## src/rtl/track_sequencer.sv

```systemverilog
// Step sequencer that records tick-strobed notes into an external track memory and plays them back.
// Define TRACK_SEQUENCER_LOOP_EN to make playback wrap to the first step until stopped.
module track_sequencer #(
  parameter int DEPTH = 64,
  parameter int AW    = 6,
  parameter int DW    = 8
) (
  input  logic          clock,
  input  logic          reset_n,
  input  logic          rec_start,
  input  logic          play_start,
  input  logic          stop,
  input  logic          tick,
  input  logic [DW-1:0] note_in,
  output logic [AW-1:0] mem_waddr,
  output logic [AW-1:0] mem_raddr,
  output logic          mem_we,
  output logic          mem_cs,
  output logic [DW-1:0] mem_din,
  input  logic [DW-1:0] mem_dout,
  output logic [DW-1:0] note_out,
  output logic          note_valid,
  output logic [1:0]    state,
  output logic [AW:0]   length
);

`ifdef TRACK_SEQUENCER_LOOP_EN
  localparam bit LOOP = 1'b1;
`else
  localparam bit LOOP = 1'b0;
`endif

  localparam logic [AW-1:0] LAST_ADDR = AW'(DEPTH - 1);

  typedef enum logic [1:0] {
    IDLE   = 2'd0,
    RECORD = 2'd1,
    PLAY   = 2'd2,
    BAD    = 2'd3
  } state_t;

  state_t        cur;
  logic [AW-1:0] wptr;
  logic [AW-1:0] rptr;
  logic [2:0]    rd_v;
  logic          last_step;

  assign state     = cur;
  assign last_step = ({1'b0, rptr} == (length - 1'b1));

  // Memory stays selected while a read is still travelling through the 2-clock latency.
  assign mem_cs = (cur == RECORD) || (cur == PLAY) || (|rd_v);

  always_ff @(posedge clock or negedge reset_n) begin
    if (!reset_n) begin
      cur        <= IDLE;
      wptr       <= '0;
      rptr       <= '0;
      length     <= '0;
      mem_waddr  <= '0;
      mem_raddr  <= '0;
      mem_din    <= '0;
      mem_we     <= 1'b0;
      note_out   <= '0;
      note_valid <= 1'b0;
      rd_v       <= '0;
    end else begin
      mem_we     <= 1'b0;
      rd_v       <= {rd_v[1:0], 1'b0};
      note_valid <= rd_v[2];
      if (rd_v[2]) note_out <= mem_dout;

      case (cur)
        IDLE: begin
          if (rec_start) begin
            cur    <= RECORD;
            wptr   <= '0;
            length <= '0;
          end else if (play_start && (length != '0)) begin
            cur  <= PLAY;
            rptr <= '0;
          end
        end

        RECORD: begin
          if (stop) begin
            cur <= IDLE;
          end else if (tick) begin
            mem_we    <= 1'b1;
            mem_waddr <= wptr;
            mem_din   <= note_in;
            wptr      <= wptr + 1'b1;
            length    <= length + 1'b1;
            if (wptr == LAST_ADDR) cur <= IDLE;
          end
        end

        PLAY: begin
          // Stop discards every read still in flight so no late strobe escapes.
          if (stop) begin
            cur  <= IDLE;
            rd_v <= '0;
          end else if (tick) begin
            mem_raddr <= rptr;
            rd_v      <= {rd_v[1:0], 1'b1};
            if (last_step) begin
              rptr <= '0;
              if (!LOOP) cur <= IDLE;
            end else begin
              rptr <= rptr + 1'b1;
            end
          end
        end

        default: cur <= IDLE;
      endcase
    end
  end

endmodule

```

## config.mk

```make
export PLATFORM = sky130hd
export DESIGN_NAME = track_sequencer
export DESIGN_NICKNAME = d
export VERILOG_FILES = /design/src/rtl/track_sequencer.sv
export SDC_FILE = /design/constraint.sdc
export NUM_CORES = 1
export LEC_CHECK = 0
export CORE_MARGIN = 2
export CORE_UTILIZATION = 30
export CTS_CLUSTER_SIZE = 14
export DETAILED_ROUTE_END_ITERATION = 10
export PLACE_DENSITY = 0.53
export SLEW_MARGIN = 0
export SYNTH_ARGS = -nofsm -noshare
export SYNTH_HDL_FRONTEND = slang
export SYNTH_SLANG_ARGS = --single-unit
```

## constraint.sdc

```tcl
create_clock -name clock -period 2.6 [get_ports clock]
set_clock_uncertainty 0.2 [all_clocks]
set_input_delay 0.52 -clock clock [delete_from_list [all_inputs] [get_ports clock]]
set_output_delay 0.52 -clock clock [all_outputs]
set_load 0.01 [all_outputs]
```

# Word-level counts from Yosys, hierarchy flattened
# Cells that the tools add are included.
# W data, S select, Z words.
# totals
regBits	54
in_bits	22
elab_cells	74
# classes
addsub	4
eq_ne	16
n_mux	29
n_bitwise	1
reduce_logical	13
# op_table
cell	count
$mux W6	8
$pmux W6 S2	2
$mux W7	3
$mux W2	8
$ne A2 B2 Y1 const B	7
$pmux W7 S2	1
$add A6 B1 Y6 const B	2
$ne A3 B3 Y1 const B	4
$reduce_and A5 Y1	2
$add A7 B1 Y7 const B	1
$eq A6 B7 Y1	1
$reduce_bool A7 Y1	1
$sub A7 B1 Y7 const B	1
$eq A6 B6 Y1 const B	1
$mux W3	2
$pmux W2 S3	1
$reduce_and A3 Y1	2
$mux W1	4
$reduce_and A4 Y1	1
$reduce_bool A2 Y1	2
$ne A3 B2 Y1 const B	1
$reduce_or A3 Y1	1
$eq A2 B1 Y1 const B	1
$eq A2 B2 Y1 const B	1
4 further kinds	5

# Logic depth before layout (Yosys ltp)
# Gate-level depths: netlist of run 1.
# depth
depth_word	6
ltp_mapped	9

# Worst setup path before layout of run 1
# No wires, ideal clock.
# synth_timing
path_kind	flip-flop to flip-flop
from	register length[0]
to	register cur[0] (netlist: state[0])
setup_ns	0.079
arrival_time_ns	1.955
slack_ns	0.366
stages_incl_launch_ff	9
path_buffers	0
cell_sequence	dfrtp_1 inv_1 ha_1 xnor2_1 xnor2_1 nor4_2 nand3_2 a31oi_4 mux2i_1
# synth_between
elab_chain_cells	4
# synth_rtl
element	line	text
start, declared	24	output logic [AW:0] length
start signal, assigned	93	length <= length + 1'b1;
$sub A7 B1 Y7 or $reduce_bool A7 Y1 (tied branches)	49, 79	
$eq A6 B7 Y1 or $logic_and A1 B1 Y1 (tied branches)	49, 79	
$ne A3 B3 Y1 (no line)	--	
$reduce_and A5 Y1 (no line) (*)	--	
end signal, assigned	56	cur <= IDLE;
end signal, assigned	76	cur <= RECORD;
end signal, assigned	80	cur <= PLAY;
end, declared	42	state_t cur;
# Every way passes the cells marked *; elsewhere a longest branch is shown, timed or not.
# A chain may end at the register's enable or synchronous reset.

# Worst setup path in the final report of run 1
# layout_timing
from	register cur[0] (netlist: state[0])
to	output port mem_cs
# layout_between
elab_chain_cells	3
# layout_rtl
element	line	text
$eq A2 B1 Y1 or $eq A2 B2 Y1 (tied branches)	52	assign mem_cs = (cur == RECORD) || (cur == PLAY) || (|rd_v);
$logic_or A1 B1 Y1 (*) (2 in a row)	52	
end, declared	18	output logic mem_cs,
# Marks and branches as above.

==> results of run 1 <==
[sequential cells by signal, summed over array words and instances, names as in the netlist, 2 cells and up]
register and count:
mem_waddr 6, length 7, mem_din 8, rptr 6
state 2, mem_raddr 6, rd_v 3, note_out 8
wptr 6
[layout by cell type (no fill, tap or decap), types with 3 or more instances in the layout]
master	count
clkdlybuf4s50_1	59
clkbuf_8	6
dfrtp_1	54
mux2_2	17
xnor2_1	7
or3_1	4
o21ai_0	5
a22o_1	7
a21o_1	4
ha_1	8
xor2_1	4
nor2b_1	3
o21ai_1	10
buf_4	9
nand3_1	11
inv_1	10
a21oi_1	3
nand2_1	53
nor3_1	6
[tightest hold or removal path, cell delays in order (launching register included)]
cell,delay [ps]
dfrtp_1,350
nand2_1,50
nand2_1,60
[per-layer routing]
layer / global-route usage (%) / routed length (um) / vias to the layer above
met5: 0 / 0 / -
met4: 3.205 / 47 / 0
met3: 3.022 / 279 / 5
met2: 19.05 / 2449 / 46
met1: 16.79 / 2753 / 954
li1: - / - / 1000
[timing repair]
action                                  CTS  global route
hold endpoints to repair                 12             0
hold buffers                              1             0
resized for setup                         1             0
buffers inserted                          0             0
endpoints found under the setup margin    1             0
[synthesized netlist by cell type, types with 2 or more instances]
cell type  instances  area share [%]
dfrtp_1           54              52
nand2_1           53             7.6
mux2_2            17             7.3
nand3_1           11             2.1
inv_1             10             1.4
o21ai_1           10             1.9
ha_1               8             3.8
a22o_1             7             2.3
xnor2_1            7             2.3
nor3_1             6             1.1
clkbuf_1           5            0.72
o21ai_0            5            0.95
a21o_1             4             1.1
or3_1              4            0.95
xor2_1             4             1.3
a21oi_1            3            0.57
buf_2              3            0.57
nor2b_1            3            0.72
a21boi_0           2            0.57
and2_1             2            0.48
mux2i_1            2            0.76
nand3b_1           2            0.57
nand4_1            2            0.48
nor2_1             2            0.29
nor3b_1            2            0.57
nor4_2             2            0.95
o211ai_2           2            0.95
or2_2              2            0.48
or4_1              2            0.57
[power breakdown]
| group | internal (uW) | switching, uW | leakage, uW |
|---|---|---|---|
| clock network | 317 | 294 | 0.0000618 |
| logic | 772 | 711 | 0.000844 |
| registers | 1070 | 152 | 0.000720 |
[area by class of cell]
cell class | count | area, um^2
tap | 108 | 135.1
timing repair buffer | 72 | 701.9
fill | 851 | 5064
clock inverter | 2 | 38.79
inverter | 11 | 41.29
sequential | 54 | 1351
multi-input combinational | 176 | 1179
clock buffer | 6 | 82.58
[logic make-up (layout without fill, tap and decap cells)]
family | Yosys count | after routing
AOI/OAI and AO/OA | 39 | 39
xor gates and xnor gates | 11 | 11
adders and majority gates | 8 | 8
buffers and inverters | 21 | 91
DFF | 54 | 54
muxes | 19 | 19
and+or+nand+nor | 99 | 99
[stage by stage]
stage	power, uW	hold WS, ps	area, um^2	util, %	instances
floorplan	2056	24.41	2624	-	251
global placement	2745	257.3	3400	39.56	420
detailed placement	2762	262.0	3400	39.56	420
CTS	3378	289.0	3530	41.07	429
global route	3573	302.5	3530	41.07	429
finish	3318	282.2	3530	41.07	429
[final timing paths]
path	end	slack, ps	from	cells after the start
max reg2reg	state[1]$_DFFE_PN0P_	320	length[1]$_DFFE_PN0P_	8
min	mem_din[0]$_DFFE_PN0P_	280	mem_din[0]$_DFFE_PN0P_	2
min in group asynchronous	note_out[3]$_DFFE_PN0P_	520	reset_n	3
max in group asynchronous	rptr[2]$_DFFE_PN0P_	1430	reset_n	3
min reg2reg	mem_din[0]$_DFFE_PN0P_	280	mem_din[0]$_DFFE_PN0P_	2
max	mem_cs	130	state[0]$_DFFE_PN0P_	4
==> flow_summary_export.csv, run 1 <==
group,metric,value,unit
clock_tree,insertion_delay,310,ps
timing,min_period,2468,ps
global_routing,grt_pass1_wl,9.528,mm
global_routing,antenna_found_initial,0,
place,io_buffer_count,61,
synthesis,synthXorXnorAreaFrac,3.672,%
clock_tree,htreeDepth,2,
worst_setup_path,cp_top_family,"flip-flops",
worst_setup_path,worst_setup_path_end_kind,"output pin",
timing,finalCritPeriodShare,94.91,%
route,wl_per_cell,12.89,um
place,gp_congestion,0.7584,
synthesis,ys.flop_type,"dfrtp_1",
timing,slew_headroom,69.85,%
global_routing,overflow,0,
timing,setup_ws,132.4,ps
synthesis,synth_edf_count,0,
clock_tree,cts_sinks,54,
synthesis,synth_area,2624,um^2
timing,grt_setup_unrepaired,"no",
clock_tree,cts-buffers-inserted,5,
global_routing,grt_start_max_net_pins,55,
worst_hold_path,hold_class,"reg -> reg",
timing,max_slew.worst_pin.slew,450.9,ps
worst_setup_path,cp_max_fo,3,
route,drtAntennaViolNets,0,
timing,finalSetupViolCount,0,
worst_setup_path,max_stage_delay,390,ps
route,drt-initial-drc-count,77,
die,die_area,9510,um^2
clock_tree,clk_pin_slew,100,ps
power,max-vdd-ir-drop,0.0003654,V
place,dp_slack,249.6,ps
timing,slew_violations,0,
final_layout,antenna_cells,0,
status,outcome,"finished clean",
synthesis,ys_seq_area_share,51.50,%
route,vias_per_cell,4.674,
synthesis,synth_warnings,0,
final_layout,drive_above_1_share,14.64,%
worst_setup_path,cp_slowest_cell,"dfrtp_1",
synthesis,synthSimpleGateAreaFrac,18.69,%
worst_setup_path,worst-setup-path-type,"reg -> out",
synthesis,synth_compound_area_share,10.68,%
synthesis,synth_cell_types,44,
power,leakage,0.001626,uW
clock_tree,cts_tree,"done",
synthesis,synth_top_family_by_area,"simple AND/OR/NAND/NOR gates",
timing,tns,0,ps
clock_tree,clock_path_buffers,2,
synthesis,ys_ff_latch,54,
place,dp_hpwl,3.959,mm
route,wirelength,5.529,mm
worst_setup_path,arrival,1750,ps
timing,hold_viol,0,
die,fp.dieH,97.52,um
timing,fmax,405.2,MHz
die,num_rows,34,
worst_setup_path,worstPathRequired,1880,ps
route,dr.pass1.iters,4,
die,initial_core_util,30.53,%
synthesis,muxShareOfSynthArea,8.059,%
synthesis,synth_nets,281,
route,drc,0,
power,p_per_area,940.1,nW/um^2
global_routing,grt_pass1_vias,1966,
job,drv_cap,0,
worst_setup_path,crit_buf_inv,2,
die,io_pins,62,
global_routing,grt_usage,12.14,%
final_layout,nets,350,
synthesis,synth_cells,251,
worst_setup_path,path_cells,"inv_1, ha_1, or4_1, dlygate4sd2_1",
die,die_w,97.52,um
route,vias,2005,
synthesis,avgSynthCellArea,10.45,um^2
final_layout,area_delta_synth_final,34.53,%
clock_tree,cts-root-buf,"clkbuf_8",
worst_setup_path,cp-start-kind,"flip-flop",
synthesis,synth-adder-area-share,3.815,%
die,coreArea,8593,um^2
synthesis,async_reset_ff_share,100.0,%
(Power assumes the default switching activity.)
==> run 2: changes to the inputs <==
Settings changed: PLACE_DENSITY 0.53 to not set, PLACE_DENSITY_LB_ADDON set to 0.05.
==> flow_summary_export.csv, run 2 (synthesis gave the netlist of run 1 again) <==
group,metric,value,unit
die,io_pins,62,
route,wirelength,5.762,mm
worst_setup_path,worst_setup_path_end_kind,"output pin",
clock_tree,clk_pin_slew,110,ps
final_layout,nets,352,
clock_tree,cts-root-buf,"clkbuf_8",
place,io_buffer_count,61,
power,max-vdd-ir-drop,0.0003579,V
worst_setup_path,worst-setup-path-type,"reg -> out",
power,p_per_area,945.2,nW/um^2
power,swShare,35.35,%
power,clockPowerShare,17.9,%
die,die_area,9510,um^2
worst_setup_path,reg2regPathDepth,8,
timing,finalSetupViolCount,0,
route,drt-initial-drc-count,45,
die,initial_core_util,30.53,%
timing,finalCritPeriodShare,94.73,%
timing,fmax,406.0,MHz
final_layout,reg.largest.list,"mem_din x8, note_out x8, length x7",
final_layout,fin_util,41.18,%
route,vias,1976,
worst_setup_path,cp-endpoint,"mem_cs",
worst_setup_path,path_cells,"inv_1, ha_1, or4_1, dlygate4sd2_1",
clock_tree,htreeDepth,2,
place,dp_cells,423,
worst_setup_path,max_stage_delay,390,ps
global_routing,grt_pass1_vias,1883,
die,die_w,97.52,um
timing,slew_headroom,56.61,%
route,dr.pass1.iters,4,
worst_setup_path,r2r_slack,250,ps
worst_setup_path,crit_buf_inv,2,
worst_setup_path,worstPathRequired,1880,ps
worst_setup_path,cp-startpoint,"state[0]$_DFFE_PN0P_",
global_routing,grt_usage,12.37,%
final_layout,drive_above_1_share,15.48,%
job,drv_cap,0,
place,dp_hpwl,4.236,mm
timing,hold_viol,0,
final_layout,area_delta_synth_final,34.86,%
clock_tree,clock_path_buffers,2,
route,drtAntennaViolNets,0,
status,outcome,"finished clean",
worst_hold_path,hold_class,"in -> async",
final_layout,regArea,1351,um^2
worst_setup_path,cp_max_fo,3,
worst_setup_path,cp_top_family,"flip-flops",
final_layout,layout_commonest_cell,"clkdlybuf4s50_1",
timing,max_slew.worst_pin.slew,650.8,ps
final_layout,layout_common_cells,"clkdlybuf4s50_1, dfrtp_1, nand2_1, mux2_2, buf_4",
clock_tree,cts_tree,"done",
die,num_rows,34,
power,seqPwrFrac,36.8,%
power,power.internal,2162,uW
clock_tree,cts_hold_buf,0,
power,switching_power,1182,uW
worst_setup_path,arrival,1740,ps
global_routing,overflow,0,
global_routing,antenna_found_initial,0,
power,leakage,0.001631,uW
final_layout,fin_cells,431,
timing,tns,0,ps
final_layout,multi_input_area,1179,um^2
route,drc,0,
place,gp_congestion,0.7840,
clock_tree,cts-buffers-inserted,5,
route,vias_per_cell,4.585,
die,fp.dieH,97.52,um
route,wl_per_cell,13.37,um
timing,min_period,2463,ps
timing,whs,28.47,ps
worst_setup_path,timing.rr.end,"state[0]$_DFFE_PN0P_",
clock_tree,cts_sinks,54,
clock_tree,cts_setup_buffers,0,
power,pwr-share-comb,45.3,%
final_layout,antenna_cells,0,
global_routing,grt_pass1_wl,9.639,mm
worst_setup_path,crit_cells,4,
final_layout,nFillCells,846,
die,coreArea,8593,um^2
global_routing,grt_start_max_net_pins,29,
worst_setup_path,worstReg2RegStart,"length[1]$_DFFE_PN0P_",
power,p_total,3345,uW
worst_setup_path,cp_slowest_cell,"dfrtp_1",
worst_setup_path,cp-start-kind,"flip-flop",
timing,grt_setup_unrepaired,"no",
timing,slew_violations,0,
clock_tree,insertion_delay,310,ps
==> run 2: cell count changes in the layout (fill, tap and decap cells not counted), sizes merged <==
| cell | before | now |
|---|---|---|
| clkinvlp | 0 | 1 |
| buf | 11 | 14 |
| clkbuf | 6 | 5 |
| dlygate4sd3 | 1 | 0 |
==> run 2: cell type report <==
| cell class | instances | share of cell area, % |
|---|---|---|
| Timing Repair Buffer | 74 | 20.19 |
| Clock buffer | 5 | 1.945 |
| Inverter | 11 | 1.167 |
| Sequential cell | 54 | 38.19 |
| Clock inverter | 3 | 1.379 |
| Tap cell | 108 | 3.819 |
| Multi-Input combinational cell | 176 | 33.31 |
==> run 2: stage by stage <==
| stage | worst slack [ps] | cell area [um^2] |
|---|---|---|
| 2_1_floorplan | 366.1 | 2624 |
| 3_3_place_gp | 236.6 | 3422 |
| 3_5_place_dp | 186.7 | 3422 |
| 4_1_cts | 93.77 | 3538 |
| 5_1_grt | 31.17 | 3538 |
| 6_report | 137.0 | 3538 |
==> run 2: worst min-delay path by stage <==
stage | start | to | cells after the start
finish | reset_n | state[0]$_DFFE_PN0P_ | 1
global route | reset_n | note_out[5]$_DFFE_PN0P_ | 1
CTS | reset_n | note_out[5]$_DFFE_PN0P_ | 1
detailed placement | mem_din[0]$_DFFE_PN0P_ | mem_din[0]$_DFFE_PN0P_ | 2
global placement | mem_din[1]$_DFFE_PN0P_ | mem_din[1]$_DFFE_PN0P_ | 2
floorplan | reset_n | length[0]$_DFFE_PN0P_ | 0
==> run 2: what timing repair did <==
item	in CTS	in global routing
endpoints found under the hold margin	0	0
resized for setup	1	0
setup endpoints to repair	1	0
==> run 2: metal layers <==
layer | track usage, % | vias to the layer above | share of wire [%]
li1 | - | 1008 | -
met3 | 3.237 | 2 | 4.1
met2 | 18.89 | 41 | 44
met1 | 17.61 | 925 | 51
met4 | 2.885 | 0 | 0.50
met5 | 0 | - | 0
==> run 2: power groups by stage <==
stage	Clock (uW)	Combinational, uW	Sequential [uW]
finish	598	1520	1230
CTS	631	1540	1240
floorplan	0	725	1330
global placement	0	1540	1250
global route	658	1660	1270
detailed placement	0	1550	1250
==> run 3: changes to the inputs <==
Settings changed: CORE_ASPECT_RATIO set to 0.9, CORE_MARGIN 2 to 3.
==> flow_summary_export.csv, run 3 (synthesis gave the netlist of run 1 again) <==
group,metric,value,unit
die,initial_core_util,31.76,%
timing,grt_setup_unrepaired,"no",
power,max-vdd-ir-drop,0.0004098,V
power,leakage,0.001640,uW
global_routing,use_met1,15.95,%
timing,max_slew.worst_pin.slew,600.8,ps
final_layout,antenna_cells,0,
worst_setup_path,cp-start-kind,"flip-flop",
route,vias,1991,
clock_tree,insertion_delay,310,ps
global_routing,overflow,0,
place,io_buffer_count,61,
final_layout,drive_above_1_share,15.74,%
die,fp.dieH,94.72,um
worst_setup_path,worst_setup_path_end_kind,"output pin",
die,die_area,9906,um^2
timing,tns,0,ps
worst_setup_path,arrival,1740,ps
route,wl_per_cell,13.33,um
final_layout,nFillCells,847,
die,num_rows,31,
route,drc,0,
final_layout,layout_common_cells,"clkdlybuf4s50_1, dfrtp_1, nand2_1, mux2_2, buf_4",
worst_setup_path,worst-setup-path-type,"reg -> out",
timing,fmax,406.6,MHz
route,drt-initial-drc-count,39,
clock_tree,cts_sinks,54,
die,coreArea,8262,um^2
final_layout,multi_input_area,1179,um^2
clock_tree,cts_tree,"done",
clock_tree,htreeDepth,2,
route,wirelength,5.854,mm
global_routing,antenna_found_initial,0,
final_layout,layout_commonest_cell,"clkdlybuf4s50_1",
timing,min_period,2460,ps
route,vias_per_cell,4.535,
place,gp_congestion,0.7883,
status,outcome,"finished clean",
worst_hold_path,hold_class,"in -> async",
route,drtAntennaViolNets,0,
die,die_w,104.6,um
final_layout,reg.largest.list,"mem_din x8, note_out x8, length x7",
timing,slew_headroom,59.94,%
timing,hold_viol,0,
global_routing,grt_pass1_wl,9.811,mm
global_routing,grt_pass1_vias,2053,
clock_tree,cts-buffers-inserted,5,
clock_tree,clk_pin_slew,100,ps
power,p_per_area,934.6,nW/um^2
timing,slew_violations,0,
clock_tree,cts_hold_buf,0,
final_layout,nets,354,
worst_setup_path,cp_max_fo,3,
clock_tree,clock_path_buffers,2,
power,p_total,3320,uW
global_routing,busiest_layer,"met2",
timing,finalSetupViolCount,0,
global_routing,grtUsageMet2,21.13,%
clock_tree,cts-root-buf,"clkbuf_8",
place,dp_hpwl,4.475,mm
timing,finalCritPeriodShare,94.60,%
route,dr.pass1.iters,4,
global_routing,grt_usage,12.30,%
final_layout,regArea,1351,um^2
die,io_pins,62,
global_routing,met3_usage,2.734,%
place,postPlaceCellArea,3438,um^2
job,drv_cap,0,
final_layout,area_delta_synth_final,35.38,%
final_layout,fin_area,3552,um^2
global_routing,grt_start_max_net_pins,31,
worst_setup_path,worstPathRequired,1880,ps
run 3: cell types whose count changed in the layout (fill, tap and decap cells not counted), sizes merged:
| cell | before | now |
|---|---|---|
| buf | 14 | 16 |
| clkinv | 1 | 2 |
| clkinvlp | 1 | 0 |
| inv | 11 | 10 |
run 3: worst paths after layout:
check	startpoint	endpoint	slack, ps	cells after the start
setup / recovery	state[0]$_DFFE_PN0P_	mem_cs	140	4
hold / removal	reset_n	note_out[1]$_DFFE_PN0P_	8	1
setup reg to reg	length[0]$_DFFE_PN0P_	state[0]$_DFFE_PN0P_	350	8
hold reg to reg	mem_din[3]$_DFFE_PN0P_	mem_din[3]$_DFFE_PN0P_	280	2
max in group asynchronous	reset_n	rptr[5]$_DFFE_PN0P_	1620	2
min in group clock	mem_din[3]$_DFFE_PN0P_	mem_din[3]$_DFFE_PN0P_	280	2
run 3: routing by layer:
layer | vias up | share of wire, %
met2 | 39 | 46
met4 | 0 | 1.1
met3 | 6 | 4.4
met1 | 940 | 48
li1 | 1006 | -
met5 | - | 0
run 3: repair_timing:
item	4_1_cts	5_1_grt
endpoints found under the setup margin	1	0
gates resized for setup	1	0
setup buffers	1	0
run 3: critical path, stage by stage, from the launching register on:
cell and delay (ps):
dfrtp_1 380, inv_1 80, ha_1 290, or4_1 390, dlygate4sd2_1 300
run 3: per-stage QoR:
stage	hold WS [ps]	utilization [%]	worst slack, ps	cells
after floorplan	24.41	-	366.1	251
after global placement	257.5	41.62	192.1	431
after detailed placement	262.4	41.62	186.0	431
after CTS	29.89	43.00	104.8	439
after global routing	41.23	43.00	33.22	439
final	8.298	43.00	140.4	439
run 3: layout make-up:
class                   count  area share [%]
clock buffers               5           1.937
clock inverters             2           1.092
inverters                  11           1.162
multi-input cells         176           33.18
flip-flops and latches     54           38.04
well taps                 115           4.051
repair buffers             76           20.54
run 3: where the power goes:
| part | internal, uW | switching, uW |
|---|---|---|
| logic | 802 | 736 |
| clock network | 284 | 274 |
| registers | 1070 | 153 |
| total | 2160 | 1160 |
